--- config.mk ---
export PLATFORM = sky130hd
export DESIGN_NAME = adder_word_sequencer
export DESIGN_NICKNAME = d
export VERILOG_FILES = /design/src/rtl/adder_seq_pkg.sv /design/src/rtl/adder_nbit.sv /design/src/rtl/adder_word_sequencer.sv
export SDC_FILE = /design/constraint.sdc
export NUM_CORES = 1
export LEC_CHECK = 0
export ABC_AREA = 1
export CAP_MARGIN = 40
export CORE_MARGIN = 2
export CORE_UTILIZATION = 51
export CTS_CLUSTER_DIAMETER = 40
export DETAILED_ROUTE_END_ITERATION = 16
export PLACE_DENSITY = 0.79
export SYNTH_ARGS = -nofsm -noshare
export SYNTH_HDL_FRONTEND = slang
export SYNTH_SLANG_ARGS = --single-unit
export TNS_END_PERCENT = 20
--- constraint.sdc ---
create_clock -name clk -period 2.1 [get_ports clk]
set_input_delay 0.21 -clock clk [delete_from_list [all_inputs] [get_ports clk]]
set_output_delay 0.21 -clock clk [all_outputs]
set_load 0.05 [all_outputs]
--- src/rtl/adder_seq_pkg.sv ---
// adder_seq_pkg: shared state encoding and default geometry for the word-serial adder
package adder_seq_pkg;
  typedef enum logic [1:0] {IDLE = 2'd0, ADD = 2'd1, DONE = 2'd2} state_t;
  localparam int DEF_NUM_BITS = 4;
  localparam int DEF_NUM_WORDS = 4;
endpackage

--- src/rtl/adder_nbit.sv ---
// adder_nbit: combinational NUM_BITS-wide ripple adder with carry in/out
module adder_nbit #(
  parameter int NUM_BITS = 4
) (
  input  logic [NUM_BITS-1:0] a,
  input  logic [NUM_BITS-1:0] b,
  input  logic                carry_in,
  output logic [NUM_BITS-1:0] sum,
  output logic                overflow
);
  assign {overflow, sum} = {1'b0, a} + {1'b0, b} + (NUM_BITS+1)'(carry_in);
endmodule

--- src/rtl/adder_word_sequencer.sv ---
// adder_word_sequencer: wide unsigned add done one word per cycle through a single adder_nbit
module adder_word_sequencer
  import adder_seq_pkg::*;
#(
  parameter int NUM_BITS = DEF_NUM_BITS,
  parameter int NUM_WORDS = DEF_NUM_WORDS
) (
  input  logic                          clk,
  input  logic                          rst,
  input  logic                          start,
  input  logic [NUM_BITS*NUM_WORDS-1:0] op_a,
  input  logic [NUM_BITS*NUM_WORDS-1:0] op_b,
  input  logic                          carry_in,
  output logic                          busy,
  output logic                          done,
  output logic [NUM_BITS*NUM_WORDS-1:0] result,
  output logic                          overflow
);
  localparam int W = NUM_BITS * NUM_WORDS;
  localparam int CW = (NUM_WORDS > 2) ? $clog2(NUM_WORDS) : 1;
  state_t state, next;
  logic [W-1:0] a_sh, b_sh, acc;
  logic c_reg;
  logic [CW-1:0] word_cnt;
  logic [NUM_BITS-1:0] sum;
  logic ov;
  logic last;
  adder_nbit #(.NUM_BITS(NUM_BITS)) u_add (
    .a(a_sh[NUM_BITS-1:0]),
    .b(b_sh[NUM_BITS-1:0]),
    .carry_in(c_reg),
    .sum(sum),
    .overflow(ov)
  );
  assign last = word_cnt == CW'(NUM_WORDS - 1);
  assign busy = state == ADD || state == DONE;
  assign done = state == DONE;
  always_comb begin
    next = IDLE;
    next = state == IDLE ? (start ? ADD : IDLE) : state == ADD ? (last ? DONE : ADD) : IDLE;
  end
  always_ff @(posedge clk) begin
    if (rst) begin
      state <= IDLE;
      a_sh <= '0;
      b_sh <= '0;
      acc <= '0;
      c_reg <= 1'b0;
      word_cnt <= '0;
      result <= '0;
      overflow <= 1'b0;
    end else begin
      state <= next;
      if (state == IDLE && start) begin
        a_sh <= op_a;
        b_sh <= op_b;
        c_reg <= carry_in;
        word_cnt <= '0;
        acc <= '0;
      end else if (state == ADD) begin
        // sum words enter at the top so the LS word ends up at the bottom after NUM_WORDS shifts
        a_sh <= a_sh >> NUM_BITS;
        b_sh <= b_sh >> NUM_BITS;
        acc <= {sum, acc[W-1:NUM_BITS]};
        c_reg <= ov;
        word_cnt <= word_cnt + 1'b1;
        if (last) begin
          result <= {sum, acc[W-1:NUM_BITS]};
          overflow <= ov;
        end
      end
    end
  end
endmodule

Yosys cells after proc, flatten, opt, wreduce, memory -nomap -nowiden
Cells that the tools add are included.

word-level totals
  register bits = 70
  bits in latches = 0
  RAM bits = 0
  ROM bits = 0
  bits of input ports = 36
  output and inout port bits = 19
  memories = 0

cells by class
  add/sub/neg operators = 3
  multipliers = 0
  divide/modulo/power cells = 0
  $lt $le $gt $ge = 0
  eq/ne operators = 3
  shift-type cells = 0
  multiplexer cells = 10
  bitwise logic cells = 1
  reductions and logical operators = 6

operators by type and width
  kind                   count
  $mux W16               4
  $mux W2                3
  $add A4 B4 Y5          1
  $add A5 B1 Y5          1
  $eq A2 B2 Y1 const B   2
  $mux W1                3
  $reduce_and A3 Y1      1
  $add A2 B1 Y2 const B  1
  $eq A2 B1 Y1 const B   1
  $logic_not A2 Y1       1
  $reduce_bool A2 Y1     1
  $reduce_or A2 Y1       1
  $logic_and A1 B1 Y1    1
  $logic_or A1 B1 Y1     1
  $not A1 Y1             1

Longest topological paths before layout
Gate-level depths: netlist of run 1.

  depth after elaboration = 4
  depth in mapped cells = 10
  gate-level depth less buffers = 9

Modules after synthesis
Synthesis of run 1 repeated with hierarchy kept, for this count alone.

second synthesis, totals
  cell total of the unflattened synthesis = 408
  area total of the unflattened synthesis = 3,044.2 um^2

by module, submodules not included
  module                times used  cells each  area each (um^2)  seq. area each (um^2)
  adder_word_sequencer  1           383         2,879.0           1,321.3
  adder_nbit            1           25          165.2             0.0

Worst setup path before layout of run 1
No wires, ideal clock.

  path type = reg2reg
  from = register a_sh[0]
  to = register acc[13]
  data arrival time = 1,634 ps
  data required time = 2,030 ps
  path slack = 396 ps
  cell stages (with the launch flop) = 6
  clock period less this slack = 1,704 ps
  cell sequence = dfxtp_1 > inv_1 > fa_1 > fa_1 > or2_2 > a21oi_1

on the way
  word-level cells in the longest chain between the ends = 2

RTL lines
  item                      line                        text
  start: declaration        adder_word_sequencer.sv:22  logic [W-1:0] a_sh, b_sh, acc;
  start signal: assignment  adder_word_sequencer.sv:55  a_sh <= op_a;
  start signal: assignment  adder_word_sequencer.sv:62  a_sh <= a_sh >> NUM_BITS;
  $add A4 B4 Y5             adder_nbit.sv:11            assign {overflow, sum} = {1'b0, a} + {1'b0, b} + (NUM_BITS+1)'(carry_in);
  $add A5 B1 Y5             adder_nbit.sv:11
  end signal: assignment    adder_word_sequencer.sv:64  acc <= {sum, acc[W-1:NUM_BITS]};
  end: declaration          adder_word_sequencer.sv:22

Every way passes these cells.
A chain may end at the register's enable or synchronous reset.

Final worst setup path of run 1
  from = register state[0]
  to = output port busy

on the way
  word-level cells in the longest chain between the ends = 2

RTL lines
  item                                          line                        text
  start: declaration                            adder_word_sequencer.sv:21  state_t state, next;
  start signal: assignment                      adder_word_sequencer.sv:53  state <= next;
  $eq A2 B1 Y1 or $eq A2 B2 Y1 (tied branches)  adder_word_sequencer.sv:36  assign busy = state == ADD || state == DONE;
  $logic_or A1 B1 Y1 (*)                        adder_word_sequencer.sv:36
  end: declaration                              adder_word_sequencer.sv:14  output logic busy,

Mark *: on every way between the ends. The rest lies on a longest branch, timed or not.

==> impl_metrics.toml, run 1 <==
[status]
status = "completed"

[timing]
grt_setup_unrepaired = "false"
maxSlewViolCount = 0
tightest_slew_ns = 0.5463
setup_violations = 0
hold_viol_final = 0
tns_ns = 0
clock_skew_ns = 0.003805
min_period_ns = 2.002
slew_headroom = 0.6350
fin_crit_sh = 0.9533
max_clock_freq_ghz = 0.4995

[floorplanning]
placementRows = 26
pin_count = 55
die_y_um = 77.03
die_x_um = 77.03
dieArea_um2 = 5934
coreArea_um2 = 5140
initial_utilization = 0.5292

[logic_synthesis]
synth_fp_nets = 415
yosys.area_share.simple = 0.2737
syn-cell-area_um2 = 2720
yosys_warnings = 0
synth_top_family_by_area = "simple AND/OR/NAND/NOR gates"
synth_mux_area_frac = 0
syn_avg_cell_area_um2 = 7.352
synth-xor-area-share = 0.006440
yosysTopAreaCell = "dfxtp_1"
synth_fa_ha_area_frac = 0.04692
ys_ff_latch = 66
netlist_instances = 370
ys_seq_area_frac = 0.4857
yosysUniqueCellTypes = 22
synth_top_cell_area_share = 0.4857
synth-compound-area-share = 0.1090
ys_top_cells_by_area = "dfxtp_1 49%, nand2_1 18%, a21oi_1 4.8%"

[cts]
cts_hold_buf = 0
cts_root_buffer = "clkbuf_8"
htreeDepth = 3
cts_buffers = 9
post_cts_resized = 0
tritoncts_num_sinks = 66
path_clk_slew_ns = 0.07
clkLatencyLatePin_ns = 0.34
cts_tree = "yes"
clockBufferDepth = 2
postCtsSetupBuffers = 0

[cells_and_area]
post-route-cell-area_um2 = 3473
finalNetCount = 467
post-route-util = 0.6758
fillers = 481
reg.largest.list = "a_sh x16, b_sh x16, result x16"
syn_to_final_growth_pct = 27.69
drive_gt1_frac = 0.06089
num_antenna_cells = 0

[power]
p_leak_nw = 1.511
p_per_area_nw_per_um2 = 726.4
vdd_ir_drop_max_v = 0.0004354

[worst_setup_path]
r2r-start = "a_sh[0]"
crit_arrival_ns = 1.79
slowest_stage = "clkdlybuf4s50_1"
endpoint = "busy"
reg2reg_slack_ns = 0.28
cp.required_ns = 1.89
reg2reg_to = "c_reg"
worst-path-stages = 3
crit_buf_inv = 2
cp_top_family = "buffers and inverters"
cp_max_fo = 2
critPathKind = "flip-flop to output pin"
endpoint_kind = "output pin"
r2r_cells = 7
cp-startpoint = "state[0]"
crit_chain = "inv_1, ha_1, clkdlybuf4s50_1"
start_kind = "flip-flop"
max_stage_delay_ns = 0.79

[routing]
drtIter0Drc = 137
detail_route.wl_per_cell_um = 11.76
vias = 2421
post-route-drc-count = 0
dr.pass1.iters = 4
wirelength_um = 5846
vias_per_cell = 4.871
drtAntennaViolNets = 0

[global_routing]
grt_pass1_vias = 2320
grt_max_degree = 34
grt-ovfl-total = 0
grt_pass1_wl_um = 10120
grt.total_usage = 0.2164
grt_antenna_before_repair = 0

[min_path]
hold_class = "input pin to flip-flop"

[placed_design]
dpl.hpwl_um = 4003
gp_congestion = 0.7681
port_buffers = 54
place_area_um2 = 3309

[run]
maxCapViolCount = 0
## per-layer routing
metal,wire length (um),track usage
met2,2887,0.3605
met4,80,0.09821
met3,355,0.05882
met5,0,0
met1,2523,0.2611
## cell type report
type                    instances  area (um2)  share of cell area
flip-flops and latches         66        1321              0.3804
multi-input cells             254        1186              0.3415
repair buffers                 60       598.1              0.1722
clock buffers                  13       148.9             0.04287
inverters                      31       116.4             0.03350
well taps                      70       87.58             0.02522
clock inverters                 3       15.01            0.004323
## tightest hold or removal path: stages
cell and delay [ns]:
clkdlybuf4s50_1 0.39, nand2_1 0.06, a21oi_1 0.05
## worst min-delay path by stage
stage          slack (ns)  depth (start not counted)        to     start
6_report             0.42                          3  b_sh[15]  op_b[15]
5_1_grt              0.44                          3  a_sh[12]  op_a[12]
4_1_cts              0.41                          3  b_sh[13]  op_b[13]
3_5_place_dp         0.45                          2  b_sh[14]  b_sh[14]
3_3_place_gp         0.45                          2  b_sh[15]  b_sh[15]
2_1_floorplan        0.29                          1  state[1]       rst
## cell usage in the layout (no fill, tap or decap)
| cell type | count |
|---|---|
| nor2_1 | 32 |
| xnor2_1 | 2 |
| or2_2 | 2 |
| buf_12 | 1 |
| nand3_1 | 17 |
| dfxtp_1 | 66 |
| clkinv_2 | 3 |
| inv_1 | 28 |
| buf_4 | 5 |
| o21a_1 | 1 |
| inv_2 | 3 |
| nor3_1 | 2 |
| nand2_1 | 131 |
| nand3b_1 | 1 |
| clkbuf_8 | 10 |
| nor2_2 | 1 |
| a31oi_1 | 11 |
| ha_1 | 7 |
| a21oi_1 | 26 |
| clkbuf_1 | 3 |
| clkdlybuf4s50_1 | 54 |
| fa_1 | 2 |
| nor2_4 | 1 |
| o21ai_0 | 18 |
## through the flow
step           instances  power (mW)  hold slack (ns)  worst slack, ns
3_3_place_gp         481       1.628           0.4465           0.3524
6_report             497       2.523           0.4204          0.09809
5_1_grt              497       2.636           0.4381          0.02966
3_5_place_dp         481       1.636           0.4529           0.3244
4_1_cts              497       2.540           0.4126          0.07807
2_1_floorplan        370       1.518           0.2868           0.3959
## power by group
group	internal [mW]	switching (mW)
clock network	0.456	0.460
registers	1.30	0.0242
logic	0.132	0.154
total	1.89	0.638
## kinds of logic (layout without fill, tap and decap cells)
group                      Yosys count  after routing
xor gates and xnor gates             2              2
and+or+nand+nor                    187            187
adders and majority gates            9              9
DFF                                 66             66
AOI/OAI and AO/OA                   56             56
buffers and inverters               50            107
## synthesized netlist by cell type (all sizes together)
cell type,n
a21oi,26
a31oi,11
buf,13
clkbuf,6
dfxtp,66
fa,2
ha,7
inv,31
nand2,131
nand3,17
nand3b,1
nor2,34
nor3,2
o21a,1
o21ai,18
or2,2
xnor2,2
No activity file was read; power rests on OpenSTA's default activity.
==> run 2, diff against run 1 <==
--- a/config.mk
+++ b/config.mk
@@ -6,8 +6,9 @@
 export NUM_CORES = 1
 export LEC_CHECK = 0
 export ABC_AREA = 1
+export ABC_CLOCK_PERIOD_IN_PS = 2100
 export CAP_MARGIN = 40
-export CORE_MARGIN = 2
+export CORE_MARGIN = 3
 export CORE_UTILIZATION = 51
 export CTS_CLUSTER_DIAMETER = 40
 export DETAILED_ROUTE_END_ITERATION = 16
==> impl_metrics.toml, run 2 (synthesis results as in run 1) <==
[status]
status = "completed"

[worst_setup_path]
start_kind = "flip-flop"
crit_buf_inv = 2
r2r_cells = 5
cp_top_family = "buffers and inverters"
endpoint_kind = "output pin"
crit_arrival_ns = 1.70
cp-startpoint = "state[0]"
cp.required_ns = 1.89
crit_chain = "inv_1, ha_1, clkdlybuf4s50_1"
slowest_stage = "clkdlybuf4s50_1"
reg2reg_to = "acc[13]"
reg2reg_slack_ns = 0.28
r2r-start = "a_sh[0]"
cp_max_fo = 2
max_stage_delay_ns = 0.80
critPathKind = "flip-flop to output pin"

[cts]
clkLatencyLatePin_ns = 0.34
tritoncts_num_sinks = 66
cts_root_buffer = "clkbuf_8"
cts_tree = "yes"
htreeDepth = 3
cts_buffers = 9
cts_hold_buf = 0
clockBufferDepth = 2
path_clk_slew_ns = 0.07

[cells_and_area]
num_antenna_cells = 0
drive_gt1_frac = 0.06744
finalNetCount = 471
final_common_cell = "nand2_1"
post-route-util = 0.7185
reg.largest.list = "a_sh x16, b_sh x16, result x16"
post-route-cell-area_um2 = 3551
syn_to_final_growth_pct = 30.54
fin_cells = 497
layout_common_cells = "131 x nand2_1, 66 x dfxtp_1, 53 x clkdlybuf4s50_1, 32 x nor2_1, 28 x inv_1"

[floorplanning]
dieArea_um2 = 6246
pin_count = 55
die_x_um = 79.03
die_y_um = 79.03
placementRows = 25
initial_utilization = 0.5504
coreArea_um2 = 4942

[global_routing]
use_met1 = 0.2761
grt_max_degree = 33
grt_pass1_vias = 2350
grt_antenna_before_repair = 0
top_usage_layer = "met2"
grt.total_usage = 0.2177
grt-ovfl-total = 0
grt_pass1_wl_um = 10650
use_met3 = 0.06916
gr-usage-met2 = 0.3510

[timing]
grt_setup_unrepaired = "false"
hold_viol_final = 0
min_period_ns = 1.905
max_clock_freq_ghz = 0.5248
setup_violations = 0
slew_headroom = 0.6609
clock_skew_ns = 0.008712
tightest_slew_ns = 0.5079
tns_ns = 0
fin_crit_sh = 0.9073
maxSlewViolCount = 0

[power]
p_leak_nw = 1.562
power_mw = 2.727
p_per_area_nw_per_um2 = 768.0
vdd_ir_drop_max_v = 0.0004646

[routing]
vias_per_cell = 4.932
drtIter0Drc = 157
wirelength_um = 6196
detail_route.wl_per_cell_um = 12.47
dr.pass1.iters = 5
post-route-drc-count = 0
drtAntennaViolNets = 0
vias = 2451

[min_path]
hold_depth = 3
worstHoldEndpoint = "b_sh[14]"
hp-start = "op_b[14]"
hold_class = "input pin to flip-flop"

[placed_design]
place_area_um2 = 3348
dp_cells = 482
port_buffers = 54
dpl.hpwl_um = 4219
gp_congestion = 0.8095

[run]
maxCapViolCount = 0
## run 2: changes by cell type in the layout (fill, tap and decap cells not counted)
cell / previous run / this run
buf_4: 5 / 8
bufinv_16: 0 / 2
clkinv_2: 3 / 1
buf_12: 1 / 2
clkbuf_8: 10 / 9
clkdlybuf4s50_1: 54 / 53
dlymetal6s2s_1: 0 / 1
## run 2: where the power goes
| part | internal, mW | total, mW | switching [mW] |
|---|---|---|---|
| sequential | 1.30 | 1.32 | 0.0251 |
| combinational | 0.140 | 0.296 | 0.156 |
| clock | 0.662 | 1.11 | 0.447 |
## run 2: per-stage QoR
stage	hold slack (ns)	setup WS, ns
final	0.4311	0.1946
after global placement	0.4480	0.3498
after floorplan	0.2868	0.3959
after global routing	0.4303	0.1092
after CTS	0.4134	0.05514
after detailed placement	0.4536	0.3139
## run 2: how the worst max path moves through the flow
stage,end,slack [ns],cells past startpoint
after floorplan,acc[13],0.40,5
after global placement,acc[13],0.35,5
after detailed placement,acc[13],0.31,5
after CTS,busy,0.06,3
after global routing,done,0.11,3
final,done,0.19,3
## run 2: what timing repair did
item,4_1_cts,5_1_grt
hold endpoints to repair,0,0
gates resized for setup,0,1
endpoints found under the setup margin,0,1
setup buffers,0,0
## run 2: final cells by class
cell class,count,area (um2)
Clock buffer,12,135.1
Inverter,31,116.4
Sequential cell,66,1321
Fill cell,426,1391
Tap cell,67,83.83
Multi-Input combinational cell,254,1186
Timing Repair Buffer,64,643.1
Clock inverter,3,65.06
## run 2: layer usage
layer	up-vias	routed length, um	part of all wire
met3	4	455	0.073
met1	1101	2833	0.46
met4	0	59	0.0095
met2	72	2848	0.46
met5	-	0	0
li1	1274	-	-
## run 2: worst register-to-register path, cell delays in order, from the launching register on
cell and delay, ns:
dfxtp_1 0.33, inv_1 0.06, fa_1 0.47, fa_1 0.46, or2_2 0.31, a21oi_1 0.12
==> run 3, diff against run 2 <==
--- a/config.mk
+++ b/config.mk
@@ -6,13 +6,14 @@
 export NUM_CORES = 1
 export LEC_CHECK = 0
 export ABC_AREA = 1
-export ABC_CLOCK_PERIOD_IN_PS = 2100
+export ABC_CLOCK_PERIOD_IN_PS = 1950
 export CAP_MARGIN = 40
 export CORE_MARGIN = 3
 export CORE_UTILIZATION = 51
 export CTS_CLUSTER_DIAMETER = 40
 export DETAILED_ROUTE_END_ITERATION = 16
 export PLACE_DENSITY = 0.79
+export SLEW_MARGIN = 25
 export SYNTH_ARGS = -nofsm -noshare
 export SYNTH_HDL_FRONTEND = slang
 export SYNTH_SLANG_ARGS = --single-unit
==> constraint.sdc (replaced) <==
create_clock -name clk -period 1.95 [get_ports clk]
set_input_delay 0.195 -clock clk [delete_from_list [all_inputs] [get_ports clk]]
set_output_delay 0.195 -clock clk [all_outputs]
set_load 0.05 [all_outputs]
==> impl_metrics.toml, run 3 (synthesis results as in run 1) <==
[status]
status = "completed"

[floorplanning]
die_x_um = 79.03
die_y_um = 79.03
placementRows = 25
coreArea_um2 = 4942
initial_utilization = 0.5504
dieArea_um2 = 6246
pin_count = 55

[power]
combPwrFrac = 0.099
p_int_mw = 2.426
power_mw = 3.163
p_per_area_nw_per_um2 = 881.7
p_leak_nw = 1.582
swShare = 0.2328
vdd_ir_drop_max_v = 0.0005452
seqPwrFrac = 0.450
switchingPower_mw = 0.7363
clkPwrFrac = 0.451

[cts]
post_cts_resized = 0
clkLatencyLatePin_ns = 0.35
cts_root_buffer = "clkbuf_8"
cts_buffers = 9
path_clk_slew_ns = 0.07
tritoncts_num_sinks = 66
cts_hold_buf = 0
htreeDepth = 3
postCtsSetupBuffers = 0
cts_tree = "yes"
clockBufferDepth = 2

[worst_setup_path]
cp_top_family = "adder cells"
crit_chain = "inv_1, fa_1, fa_1, or2_2, a21oi_1"
crit_top_cell = "fa_1"
reg2reg_slack_ns = 0.10
start_kind = "flip-flop"
crit_buf_inv = 1
critPathKind = "flip-flop to flip-flop"
max_stage_delay_ns = 0.47
cp_max_fo = 2
cp.required_ns = 2.22
crit_arrival_ns = 2.12
slowest_stage = "fa_1"
endpoint_kind = "flip-flop"

[global_routing]
grt-ovfl-total = 0
grt_pass1_wl_um = 10650
grt_pass1_vias = 2318
grt_antenna_before_repair = 0
grt_max_degree = 33
grt.total_usage = 0.2181

[routing]
vias_per_cell = 4.952
dr.pass1.iters = 5
vias = 2466
drtAntennaViolNets = 0
drtIter0Drc = 156
post-route-drc-count = 0
detail_route.wl_per_cell_um = 12.56
wirelength_um = 6255

[timing]
maxSlewViolCount = 0
grt_setup_unrepaired = "false"
slew_headroom = 0.6587
clock_skew_ns = 0.006811
fin_crit_sh = 0.9476
tns_ns = 0
min_period_ns = 1.848
setup_violations = 0
max_clock_freq_ghz = 0.5412
whs_ns = 0.4058
hold_viol_final = 0
tightest_slew_ns = 0.5104

[cells_and_area]
post-route-util = 0.7258
finalNetCount = 471
fillers = 415
reg.largest.list = "a_sh x16, b_sh x16, result x16"
final_common_cell = "nand2_1"
syn_to_final_growth_pct = 31.88
num_antenna_cells = 0
layout_common_cells = "131 x nand2_1, 66 x dfxtp_1, 52 x clkdlybuf4s50_1, 32 x nor2_1, 28 x inv_1"
drive_gt1_frac = 0.07889

[placed_design]
dpl.hpwl_um = 4327
gp_congestion = 0.8148
port_buffers = 54

[min_path]
hold_class = "input pin to flip-flop"

[run]
maxCapViolCount = 0
run 3: worst paths after layout:
check	start	to	depth (start not counted)
max	a_sh[0]	acc[13]	5
min	op_b[15]	b_sh[15]	3
max reg2reg	a_sh[0]	acc[13]	5
min reg2reg	b_sh[13]	b_sh[13]	2
run 3: power by group through the flow:
stage	logic, mW	clock network, mW	registers [mW]
finish	0.313	1.43	1.42
global route	0.351	1.51	1.43
CTS	0.314	1.43	1.42
detailed placement	0.311	0	1.45
global placement	0.304	0	1.45
floorplan	0.189	0	1.45
run 3: routing by layer:
layer	GRT usage	routed length [um]	up-vias
met5	0	0	-
met4	0.09622	84	0
met3	0.04989	461	7
met2	0.3291	2838	81
met1	0.2981	2871	1098
li1	-	-	1280
run 3: through the flow:
stage | instance area, um2 | setup WS [ns] | instances
finish | 3587 | 0.1022 | 498
detailed placement | 3333 | 0.1250 | 482
global placement | 3333 | 0.2023 | 482
CTS | 3585 | 0.03668 | 498
floorplan | 2720 | 0.2459 | 370
global route | 3587 | 0.03411 | 498
run 3: cell type report:
class | instances | area (um2) | share of cell area
Sequential cell | 66 | 1321 | 0.3683
Multi-Input combinational cell | 254 | 1186 | 0.3307
Timing Repair Buffer | 64 | 628.1 | 0.1751
Clock buffer | 10 | 137.6 | 0.03837
Inverter | 31 | 116.4 | 0.03244
Clock inverter | 6 | 113.9 | 0.03174
Tap cell | 67 | 83.83 | 0.02337
run 3: worst min-delay path: cells and delay by family:
| family | cells | cell delay [ns] |
|---|---|---|
| buffers and inverters | 1 | 0.39 |
| and+or+nand+nor | 1 | 0.06 |
| AOI/OAI and AO/OA | 1 | 0.05 |
